### config.mk
export PLATFORM = sky130hd
export DESIGN_NAME = if_pipe_reg_flat
export DESIGN_NICKNAME = d
export VERILOG_FILES = /design/src/rtl/if_pipe_reg_if.sv /design/src/rtl/if_pipe_reg.sv /design/src/flat_wrapper.sv
export SDC_FILE = /design/constraint.sdc
export NUM_CORES = 1
export LEC_CHECK = 0
export ABC_AREA = 0
export CORE_UTILIZATION = 35
export DETAILED_ROUTE_END_ITERATION = 10
export GPL_ROUTABILITY_DRIVEN = 0
export GPL_TIMING_DRIVEN = 0
export PLACE_DENSITY = 0.76
export SYNTH_ARGS = -nofsm -noshare
export SYNTH_HDL_FRONTEND = slang
export SYNTH_SLANG_ARGS = --single-unit
### constraint.sdc
create_clock -name clk -period 4.5 [get_ports clk]
set_clock_uncertainty 0.2 [all_clocks]
set_input_delay 0.675 -clock clk [delete_from_list [all_inputs] [get_ports clk]]
set_output_delay 0.675 -clock clk [all_outputs]
set_load 0.05 [all_outputs]
### src/rtl/if_pipe_reg_if.sv
// if_pipe_reg_if -- fetch-packet bus between the fetch stage and if_pipe_reg.
//
// Handshake: a packet moves upstream->block when i_valid && o_ready at a
// rising edge, and block->downstream when o_valid && i_ready at a rising
// edge. A sender holds its packet stable until it moves. A receiver's
// ready may depend on the sender's valid only within the same cycle.
interface if_pipe_reg_if #(
    parameter int FETCH_WIDTH = 2,
    parameter int ADDR_W      = 32
);
    logic [FETCH_WIDTH*ADDR_W-1:0] i_pc;
    logic [FETCH_WIDTH-1:0]        i_slot_valid;
    logic                          i_valid;
    logic                          o_ready;
    logic [FETCH_WIDTH*ADDR_W-1:0] o_pc;
    logic [FETCH_WIDTH-1:0]        o_slot_valid;
    logic                          o_valid;
    logic                          i_ready;

    // Pipeline-register side.
    modport slave (
        input  i_pc, i_slot_valid, i_valid, i_ready,
        output o_ready, o_pc, o_slot_valid, o_valid
    );

    // Fetch-stage / downstream side.
    modport master (
        output i_pc, i_slot_valid, i_valid, i_ready,
        input  o_ready, o_pc, o_slot_valid, o_valid
    );
endinterface

### src/rtl/if_pipe_reg.sv
// if_pipe_reg -- IF-stage pipeline register for multi-slot fetch packets.
// Holds one packet on its outputs, drops all-invalid packets (bubbles),
// clears on any flush source and freezes on any stall source. Counts
// cycles the output is blocked in a saturating 16-bit counter.
//
// Optional feature: define IF_PIPE_SKID_EN to add one skid entry behind
// the output register, making o_ready a pure register output. Without it,
// o_ready is computed combinationally from the output state and i_ready.
module if_pipe_reg #(
    parameter int FETCH_WIDTH = 2,
    parameter int ADDR_W      = 32,
    parameter int N_FLUSH     = 2,
    parameter int N_STALL     = 2
) (
    input  logic               clk,
    input  logic               rst,
    if_pipe_reg_if.slave       bus,
    input  logic [N_FLUSH-1:0] flush,
    input  logic [N_STALL-1:0] stall,
    output logic [15:0]        o_stall_cnt
);
    localparam int PCW = FETCH_WIDTH * ADDR_W;

    logic any_flush;
    logic any_stall;
    logic drain;
    logic blocked;
    logic accept;
    logic store;

    logic                   out_valid_q, out_valid_d;
    logic [FETCH_WIDTH-1:0] out_sv_q, out_sv_d;
    logic [PCW-1:0]         out_pc_q, out_pc_d;
    logic [15:0]            stall_cnt_q, stall_cnt_d;

`ifdef IF_PIPE_SKID_EN
    logic                   skid_valid_q, skid_valid_d;
    logic [FETCH_WIDTH-1:0] skid_sv_q, skid_sv_d;
    logic [PCW-1:0]         skid_pc_q, skid_pc_d;
`endif

    assign any_flush = |flush;
    assign any_stall = |stall;
    assign drain     = out_valid_q & bus.i_ready & ~any_stall;
    assign blocked   = out_valid_q & ~drain;

`ifdef IF_PIPE_SKID_EN
    // Skid empty means there is always room for one more packet.
    assign bus.o_ready = ~skid_valid_q;
`else
    assign bus.o_ready = ~out_valid_q | (bus.i_ready & ~any_stall);
`endif

    assign accept = bus.i_valid & bus.o_ready & ~any_flush;
    // Bubbles are consumed by the handshake but never stored.
    assign store  = accept & (|bus.i_slot_valid);

    // Next-state for output register (and skid entry when present).
    always_comb begin
        out_valid_d = out_valid_q;
        out_sv_d    = out_sv_q;
        out_pc_d    = out_pc_q;
`ifdef IF_PIPE_SKID_EN
        skid_valid_d = skid_valid_q;
        skid_sv_d    = skid_sv_q;
        skid_pc_d    = skid_pc_q;
`endif
        if (any_flush) begin
            out_valid_d = 1'b0;
            out_sv_d    = '0;
`ifdef IF_PIPE_SKID_EN
            skid_valid_d = 1'b0;
            skid_sv_d    = '0;
`endif
        end else begin
`ifdef IF_PIPE_SKID_EN
            if (drain) begin
                // Skid holds the older packet, so it goes out first.
                if (skid_valid_q) begin
                    out_valid_d  = 1'b1;
                    out_sv_d     = skid_sv_q;
                    out_pc_d     = skid_pc_q;
                    skid_valid_d = 1'b0;
                    skid_sv_d    = '0;
                end else if (store) begin
                    out_valid_d = 1'b1;
                    out_sv_d    = bus.i_slot_valid;
                    out_pc_d    = bus.i_pc;
                end else begin
                    out_valid_d = 1'b0;
                    out_sv_d    = '0;
                end
            end else if (!out_valid_q) begin
                if (store) begin
                    out_valid_d = 1'b1;
                    out_sv_d    = bus.i_slot_valid;
                    out_pc_d    = bus.i_pc;
                end
            end else if (store) begin
                skid_valid_d = 1'b1;
                skid_sv_d    = bus.i_slot_valid;
                skid_pc_d    = bus.i_pc;
            end
`else
            // o_ready guarantees the output is empty or draining on store.
            if (store) begin
                out_valid_d = 1'b1;
                out_sv_d    = bus.i_slot_valid;
                out_pc_d    = bus.i_pc;
            end else if (drain) begin
                out_valid_d = 1'b0;
                out_sv_d    = '0;
            end
`endif
        end
    end

    // Saturating blocked-cycle counter; flush cycles do not count.
    always_comb begin
        stall_cnt_d = stall_cnt_q;
        if (!any_flush && blocked && stall_cnt_q != 16'hFFFF) begin
            stall_cnt_d = stall_cnt_q + 16'd1;
        end
    end

    // Control state: valid flags, masks and counter, cleared by reset.
    always_ff @(posedge clk) begin
        if (rst) begin
            out_valid_q <= 1'b0;
            out_sv_q    <= '0;
            stall_cnt_q <= '0;
`ifdef IF_PIPE_SKID_EN
            skid_valid_q <= 1'b0;
            skid_sv_q    <= '0;
`endif
        end else begin
            out_valid_q <= out_valid_d;
            out_sv_q    <= out_sv_d;
            stall_cnt_q <= stall_cnt_d;
`ifdef IF_PIPE_SKID_EN
            skid_valid_q <= skid_valid_d;
            skid_sv_q    <= skid_sv_d;
`endif
        end
    end

    // PC payload: qualified by the valid flags, so no reset is needed.
    always_ff @(posedge clk) begin
        out_pc_q <= out_pc_d;
`ifdef IF_PIPE_SKID_EN
        skid_pc_q <= skid_pc_d;
`endif
    end

    assign bus.o_valid      = out_valid_q;
    assign bus.o_slot_valid = out_sv_q;
    assign bus.o_pc         = out_pc_q;
    assign o_stall_cnt      = stall_cnt_q;
endmodule

### src/flat_wrapper.sv
// flat-port wrapper written by rule: the top's interface ports become plain ports
module if_pipe_reg_flat 
#(
    parameter int FETCH_WIDTH = 2,
    parameter int ADDR_W      = 32,
    parameter int N_FLUSH     = 2,
    parameter int N_STALL     = 2
)
  (clk, rst, flush, stall, o_stall_cnt, bus_i_pc, bus_i_slot_valid, bus_i_valid, bus_i_ready, bus_o_ready, bus_o_pc, bus_o_slot_valid, bus_o_valid);
  if_pipe_reg_if #(.FETCH_WIDTH(FETCH_WIDTH), .ADDR_W(ADDR_W)) bus_i ();
  input  logic clk;
  input  logic rst;
  input  logic [N_FLUSH-1:0] flush;
  input  logic [N_STALL-1:0] stall;
  output logic [15:0] o_stall_cnt;
  input wire logic [$bits(bus_i.i_pc)-1:0] bus_i_pc;
  input wire logic [$bits(bus_i.i_slot_valid)-1:0] bus_i_slot_valid;
  input wire logic [$bits(bus_i.i_valid)-1:0] bus_i_valid;
  input wire logic [$bits(bus_i.i_ready)-1:0] bus_i_ready;
  output wire logic [$bits(bus_i.o_ready)-1:0] bus_o_ready;
  output wire logic [$bits(bus_i.o_pc)-1:0] bus_o_pc;
  output wire logic [$bits(bus_i.o_slot_valid)-1:0] bus_o_slot_valid;
  output wire logic [$bits(bus_i.o_valid)-1:0] bus_o_valid;
  assign bus_i.i_pc = bus_i_pc;
  assign bus_i.i_slot_valid = bus_i_slot_valid;
  assign bus_i.i_valid = bus_i_valid;
  assign bus_i.i_ready = bus_i_ready;
  assign bus_o_ready = bus_i.o_ready;
  assign bus_o_pc = bus_i.o_pc;
  assign bus_o_slot_valid = bus_i.o_slot_valid;
  assign bus_o_valid = bus_i.o_valid;
  if_pipe_reg #(.FETCH_WIDTH(FETCH_WIDTH), .ADDR_W(ADDR_W), .N_FLUSH(N_FLUSH), .N_STALL(N_STALL)) u_core (.clk(clk), .rst(rst), .bus(bus_i), .flush(flush), .stall(stall), .o_stall_cnt(o_stall_cnt));
endmodule
==> summary.md, run 1 <==
| Metric | Value |
|---|---|
| P&R area growth vs syn | `65.51%` |
| Worst R2R Start | `u_core.o_stall_cnt[0]` |
| Fin. max-slew vios | `0` |
| Row count | `32` |
| CP Max Fanout | `4` |
| Post-Syn Nets | `~260` |
| Max-cap violations | `0` |
| Period utilisation layout | `0.8029` |
| WL final | `approximately 8200 um` |
| Skew-Pair Late Insertion Delay | `0.35 ns` |
| Final WS setup | `0.8869 ns` |
| Post-CTS Setup Inserts | `0` |
| Hold_buf cts | `0` |
| Setup violations, final | `0` |
| Worst Path Required | `3.62 ns` |
| DIE HEIGHT | `93.46 um` |
| Worst hold slack | `between 0.2 and 0.3 ns` |
| GR Overflow Total | `0` |
| Drt first-iter violations | `114` |
| Distinct cells, synth | `38` |
| Arr. time, crit path | `~2.7 ns` |
| Top cell type by total area after synthesis | `edfxtp_1` |
| Input/output buffers | `~160` |
| Gr usage total | `0.1915` |
| Final Critical Period | `between 3 and 4 ns` |
| CTS tree | `done` |
| Vias/cell | `4.930` |
| Slew @ Worst Pin | `0.8450 ns` |
| Pre-CTS setup slack | `approximately 0.9 ns` |
| Die Area | `just under 0.009 mm^2` |
| Placed cell count | `~440` |
| CTS root buffer | `clkbuf_8` |
| Most repeated library cell on the critical path | `clkdlybuf4s50_1` |
| CP endpoint kind | `output port` |
| Ys Warns | `0` |
| Most frequent cell after synthesis | `edfxtp_1` |
| Worst VDD drop | `roughly 170 uV` |
| CTS Buf Count | `9` |
| Ant diodes | `0` |
| Hold Path Class | `register to register` |
| Die width | `slightly above 90 um` |
| Crit path cell chain | `clkdlybuf4s50_1 > or3b_1 > and2_2 > inv_1 > clkdlybuf4s50_1` |
| Post-synthesis async set-or-reset flop share | `0` |
| Share of the synthesized area in the top cell type | `0.6564` |
| Sequential area share after synthesis | `0.7863` |
| Initial core utilization | `0.3693` |
| DR vias | `between 2k and 2.5k` |
| Number of synthesized flops with an enable pin | `64` |
| Vias in the first global route | `2181` |
| First-pass GRT wire length | `about 12000 um` |
| Drt pass-1 iters | `5` |
| Hold Path Origin | `u_core.bus.o_slot_valid[0]` |
| CTS H-tree lvls | `3` |
| Power Dens Cells | `318.2 mW/mm^2` |
| Layout cells sized above 1 | `0.06180` |
| WS Path Type | `primary input to output port` |
| Post-route ant nets | `0` |
| Finished Layout Cells | `458` |
| Hold Violations, Final | `0` |
| Top_reg_cell synth | `edfxtp_1` |
| Residual DRC | `0` |
| Largest net degree at the start of global routing | `36` |
| Clock slew at reported path FFs | `around 0.080 ns` |
| Status | `finished clean` |
| WL/cell | `17.87 um` |
| Worst path slowest cell | `clkdlybuf4s50_1` |
| Synthesized area | `slightly below 0.003 mm^2` |
| Leakage | `~1.6 nW` |
| Detailed-placement wirelength estimate | `around 6300 um` |
| Largest cells by area after synthesis | `edfxtp_1 (66%), dfxtp_1 (13%), a21oi_1 (2.4%)` |
| CP startpoint | `bus_i_ready` |
| Post-synth top cells | `edfxtp_1 (64), dfxtp_1 (19), a21oi_1 (14)` |
| Post-Syn Instances | `183` |
| CP peak stage delay | `between 0.8 and 0.9 ns` |
| PostCTS Resize Cnt | `0` |
| Clk sinks | `83` |
| Initial antenna violation count | `0` |
| RSZ-0062 raised after global routing | `false` |
| Synthesized flop and latch total | `83` |
| IO Count | `~160` |
| Core area | `0.007928 mm^2` |
| Worst slew margin | `0.4353` |
| Max Freq | `approximately 280 MHz` |
| Crit start category | `primary input` |
| Layout Nets | `426` |
| CTS Buffer Depth | `2` |
| Syn avg cell area | `~16 um^2` |
[path summary, 6_finish.rpt]
check / endpoint / slack, ns / depth (start not counted)
max: bus_o_ready / 0.89 / 5
min: u_core.bus.o_slot_valid[0] / 0.29 / 2
max reg2reg: u_core.o_stall_cnt[13] / 1.98 / 6
min reg2reg: u_core.bus.o_slot_valid[0] / 0.29 / 2
[registers in the layout, indices dropped and copies added (netlist names)]
signal / cells
u_core.bus.o_pc: 64
u_core.bus.o_slot_valid: 2
u_core.bus.o_valid: 1
u_core.o_stall_cnt: 16
[layout make-up]
| cell class | instances | area, um^2 |
|---|---|---|
| fill | 611 | 3082 |
| sequential | 83 | 2302 |
| timing repair buffer | 157 | 1582 |
| multi-input combinational | 92 | 593.1 |
| clock buffer | 10 | 127.6 |
| tap | 102 | 127.6 |
| clock inverter | 6 | 73.82 |
| buffer | 5 | 28.78 |
| inverter | 3 | 11.26 |
[through the flow]
step | power, mW | util | setup TNS (ns) | cell area (um^2)
floorplan | 0.9256 | - | 0 | 2930
CTS | 1.561 | 0.6113 | 0 | 4846
detailed placement | 1.021 | 0.5859 | 0 | 4644
global route | 1.598 | 0.6113 | 0 | 4846
finish | 1.542 | 0.6113 | 0 | 4846
global placement | 1.017 | 0.5827 | -14.95 | 4619
[worst max-delay path: cells and delay by family]
family / cells / cell delay, ns
simple gates: 2 / 0.67
buf+inv: 3 / 1.39
[power by group]
part | total [mW] | internal, mW | switching (mW)
clock | 0.540 | 0.263 | 0.276
combinational | 0.158 | 0.0799 | 0.0779
sequential | 0.845 | 0.841 | 0.00359
[logic make-up (layout without fill, tap and decap cells)]
logic type | count (synthesis) | after routing | share of synthesized area
AND/OR/NAND/NOR | 52 | 52 | 0.1073
buffers and inverters | 8 | 181 | 0.01368
AO/OA/AOI/OAI | 37 | 37 | 0.08077
multiplexers | 2 | 2 | 0.007692
flip-flops | 83 | 83 | 0.7863
adder cells (fa/ha/maj) | 1 | 1 | 0.004273
[layer usage]
metal | GRT usage | up-vias | routed length [um]
met2 | 0.3254 | 118 | 4119
met1 | 0.2249 | 1066 | 3139
li1 | - | 1063 | -
met3 | 0.06667 | 11 | 831
met5 | 0 | - | 0
met4 | 0.06538 | 0 | 93
[cell usage in the layout (no fill, tap or decap), types with 2 or more instances in the layout]
master	n
clkbuf_8	9
nor3b_1	2
nor2_1	5
a21oi_1	14
nand4_1	5
and3_1	3
nor2b_1	2
o41ai_1	2
inv_1	3
or3_1	3
o21ai_0	5
mux2_1	2
clkinvlp_4	2
o21a_1	2
a211oi_1	2
clkdlybuf4s50_1	156
edfxtp_1	64
nor4_1	3
o31ai_1	6
or3b_1	2
dfxtp_1	19
clkbuf_1	3
nand3_1	5
or4_1	7
nand2_1	8
No activity file was read; power rests on OpenSTA's default activity.
==> inputs of run 2 (changes only) <==
--- a/config.mk
+++ b/config.mk
@@ -6,11 +6,11 @@
 export NUM_CORES = 1
 export LEC_CHECK = 0
 export ABC_AREA = 0
-export CORE_UTILIZATION = 35
+export CORE_UTILIZATION = 39
 export DETAILED_ROUTE_END_ITERATION = 10
 export GPL_ROUTABILITY_DRIVEN = 0
 export GPL_TIMING_DRIVEN = 0
-export PLACE_DENSITY = 0.76
+export PLACE_DENSITY = 0.8
 export SYNTH_ARGS = -nofsm -noshare
 export SYNTH_HDL_FRONTEND = slang
 export SYNTH_SLANG_ARGS = --single-unit
==> constraint.sdc (replaced) <==
create_clock -name clk -period 3.45 [get_ports clk]
set_clock_uncertainty 0.2 [all_clocks]
set_input_delay 0.5175 -clock clk [delete_from_list [all_inputs] [get_ports clk]]
set_output_delay 0.5175 -clock clk [all_outputs]
set_load 0.05 [all_outputs]
==> run 2 against run 1 <==
Design area shrank 0.59%. Register-to-register slack worse by 0.97 ns. Routed wire length shrank 4.3%. Combinational power up 30%. Sequential share of layout area is 0.28 points higher. Highest routed layer unchanged. Sequential power increased by 30%. Non-clock buffer count stayed put.
==> summary.md, run 2 (synthesis results as in run 1) <==
| Metric | Value |
|---|---|
| IO Count | `158 (unchanged)` |
| GR Overflow Total | `0 (unchanged)` |
| Gr usage total | `0.1904 (-0.001065)` |
| Row count | `31 (-3.1%)` |
| Worst reg-to-reg path cell count | `6 (unchanged)` |
| Max Freq | `approximately 300 MHz` |
| Status | `finished clean` |
| Finished Layout Cells | `455 (-0.66%)` |
| CP peak stage delay | `0.83 ns (about the same)` |
| Max-cap violations | `0 (unchanged)` |
| Clock slew at reported path FFs | `0.08 ns (about the same)` |
| WL/cell | `17.20 um (-3.7%)` |
| Vias in the first global route | `2119 (-2.8%)` |
| Drt first-iter violations | `120 (+5.3%)` |
| P&R area growth vs syn | `64.53%` |
| Detailed-placement wirelength estimate | `6145 um (-2.2%)` |
| Layout cells sized above 1 | `0.06180 (unchanged)` |
| Hold_buf cts | `0 (unchanged)` |
| Largest net degree at the start of global routing | `35 (-2.8%)` |
| CTS root buffer | `clkbuf_8` |
| Commonest non-fill, non-tap cells in the layout | `clkdlybuf4s50_1 (156), edfxtp_1 (64), dfxtp_1 (19)` |
| Post-CTS Setup Inserts | `0 (unchanged)` |
| Pwr Total | `1.922 mW (+25%)` |
| WL final | `7828 um (-4.3%)` |
| Fin. max-slew vios | `0 (unchanged)` |
| Core area | `0.007253 mm^2 (-8.5%)` |
| Hold Path Class | `primary input to register` |
| Post-route ant nets | `0 (unchanged)` |
| Initial core utilization | `0.4037 (+0.03434)` |
| CTS Buffer Depth | `2 (unchanged)` |
| Leakage | `1.581 nW (-0.97%)` |
| Final Critical Period | `about 3.3 ns` |
| WS Path Type | `primary input to output port` |
| Drt pass-1 iters | `6 (+1)` |
| CTS tree | `done` |
| Skew-Pair Late Insertion Delay | `0.33 ns (-0.02 ns)` |
| Most common cell after layout, fill and taps aside | `clkdlybuf4s50_1` |
| Clk sinks | `83 (unchanged)` |
| Most repeated library cell on the critical path | `clkdlybuf4s50_1` |
| Slew @ Worst Pin | `0.8629 ns (+0.01788 ns)` |
| Worst slew margin | `0.4234 (-0.01195)` |
| PostCTS Resize Cnt | `0 (unchanged)` |
| Vias/cell | `4.991 (+1.2%)` |
| Worst path slowest cell | `clkdlybuf4s50_1` |
| CTS Buf Count | `9 (unchanged)` |
| Setup violations, final | `0 (unchanged)` |
| Layout Nets | `426 (unchanged)` |
| Hold Path Origin | `rst` |
| Crit Reg-Reg Endpoint | `u_core.o_stall_cnt[13]` |
| Power Dens Cells | `398.9 mW/mm^2 (+25%)` |
| Placed cell count | `439 (-0.68%)` |
| RSZ-0062 raised after global routing | `false` |
| Die width | `88.65 um (-5.2%)` |
| First-pass GRT wire length | `10960 um (-10%)` |
| CP bufs+invs | `3 (unchanged)` |
| DIE HEIGHT | `88.65 um (-5.2%)` |
| CP Max Fanout | `4 (unchanged)` |
| Worst path depth | `5 (unchanged)` |
| Hold Crit Endpoint | `u_core.o_stall_cnt[10]` |
| Worst Path Required | `2.73 ns (-0.89 ns)` |
| Input/output buffers | `156 (unchanged)` |
| CP top delay family | `buffers and inverters` |
| Die Area | `0.007858 mm^2 (-10%)` |
| DR vias | `2271 (+0.58%)` |
| Crit path cell chain | `clkdlybuf4s50_1 > or3b_1 > and2_2 > inv_1 > clkdlybuf4s50_1` |
| Reg2reg setup slack | `1.01 ns (-0.97 ns)` |
| Worst VDD drop | `157.8 uV (-8.1%)` |
| Hold Violations, Final | `0 (unchanged)` |
| Ant diodes | `0 (unchanged)` |
| Max reg flops | `64 (unchanged)` |
| CP endpoint kind | `output port` |
| Period utilisation layout | `0.9585` |
| Crit start category | `primary input` |
| Worst R2R Start | `u_core.o_stall_cnt[1]` |
| Min-Delay Path Depth | `2 (unchanged)` |
| Arr. time, crit path | `2.59 ns (-0.15 ns)` |
| CTS H-tree lvls | `3 (unchanged)` |
| Residual DRC | `0 (unchanged)` |
| Initial antenna violation count | `0 (unchanged)` |
-- run 2: cell count changes in the layout (fill, tap and decap cells not counted) --
cell / previous run / this run
bufinv_16: 1 / 0
clkinvlp_4: 2 / 3
inv_6: 1 / 2
inv_8: 1 / 0
-- run 2: power by group --
group	internal, mW	switching, mW
clock	0.268	0.345
combinational	0.104	0.102
sequential	1.10	0.00511
total	1.47	0.452
-- run 2: layout make-up --
class,instances,area (um^2)
fill,523,2436
sequential,83,2302
timing repair buffer,157,1582
multi-input combinational,92,593.1
clock buffer,10,127.6
tap,99,123.9
clock inverter,6,48.80
buffer,5,28.78
inverter,3,11.26
-- run 2: how the worst max path moves through the flow --
stage / end / start / slack (ns)
finish: bus_o_ready / bus_i_ready / 0.14
global route: bus_o_ready / bus_i_ready / 0.08
CTS: bus_o_ready / bus_i_ready / 0.16
detailed placement: u_core.bus.o_pc[44] / flush[1] / -0.08
global placement: u_core.bus.o_pc[56] / flush[1] / -0.33
floorplan: u_core.bus.o_pc[0] / flush[1] / 0.70
-- run 2: routing by layer --
metal / up-vias / GRT usage / share of wire
li1: 1064 / - / -
met1: 1076 / 0.2136 / 0.39
met2: 123 / 0.3322 / 0.49
met3: 8 / 0.07649 / 0.11
met4: 0 / 0.05865 / 0.011
met5: - / 0 / 0
-- run 2: stage by stage --
step / worst slack (ns) / setup TNS, ns / cell area, um^2 / hold WS (ns) / utilization
global route: 0.07551 / 0 / 4817 / 0.2653 / 0.6641
detailed placement: -0.07692 / -2.559 / 4641 / 0.2804 / 0.6398
global placement: -0.3313 / -20.94 / 4621 / 0.2698 / 0.6371
finish: 0.1432 / 0 / 4817 / 0.2652 / 0.6641
CTS: 0.1559 / 0 / 4817 / 0.2410 / 0.6641
floorplan: 0.6990 / 0 / 2935 / 0.4164 / -
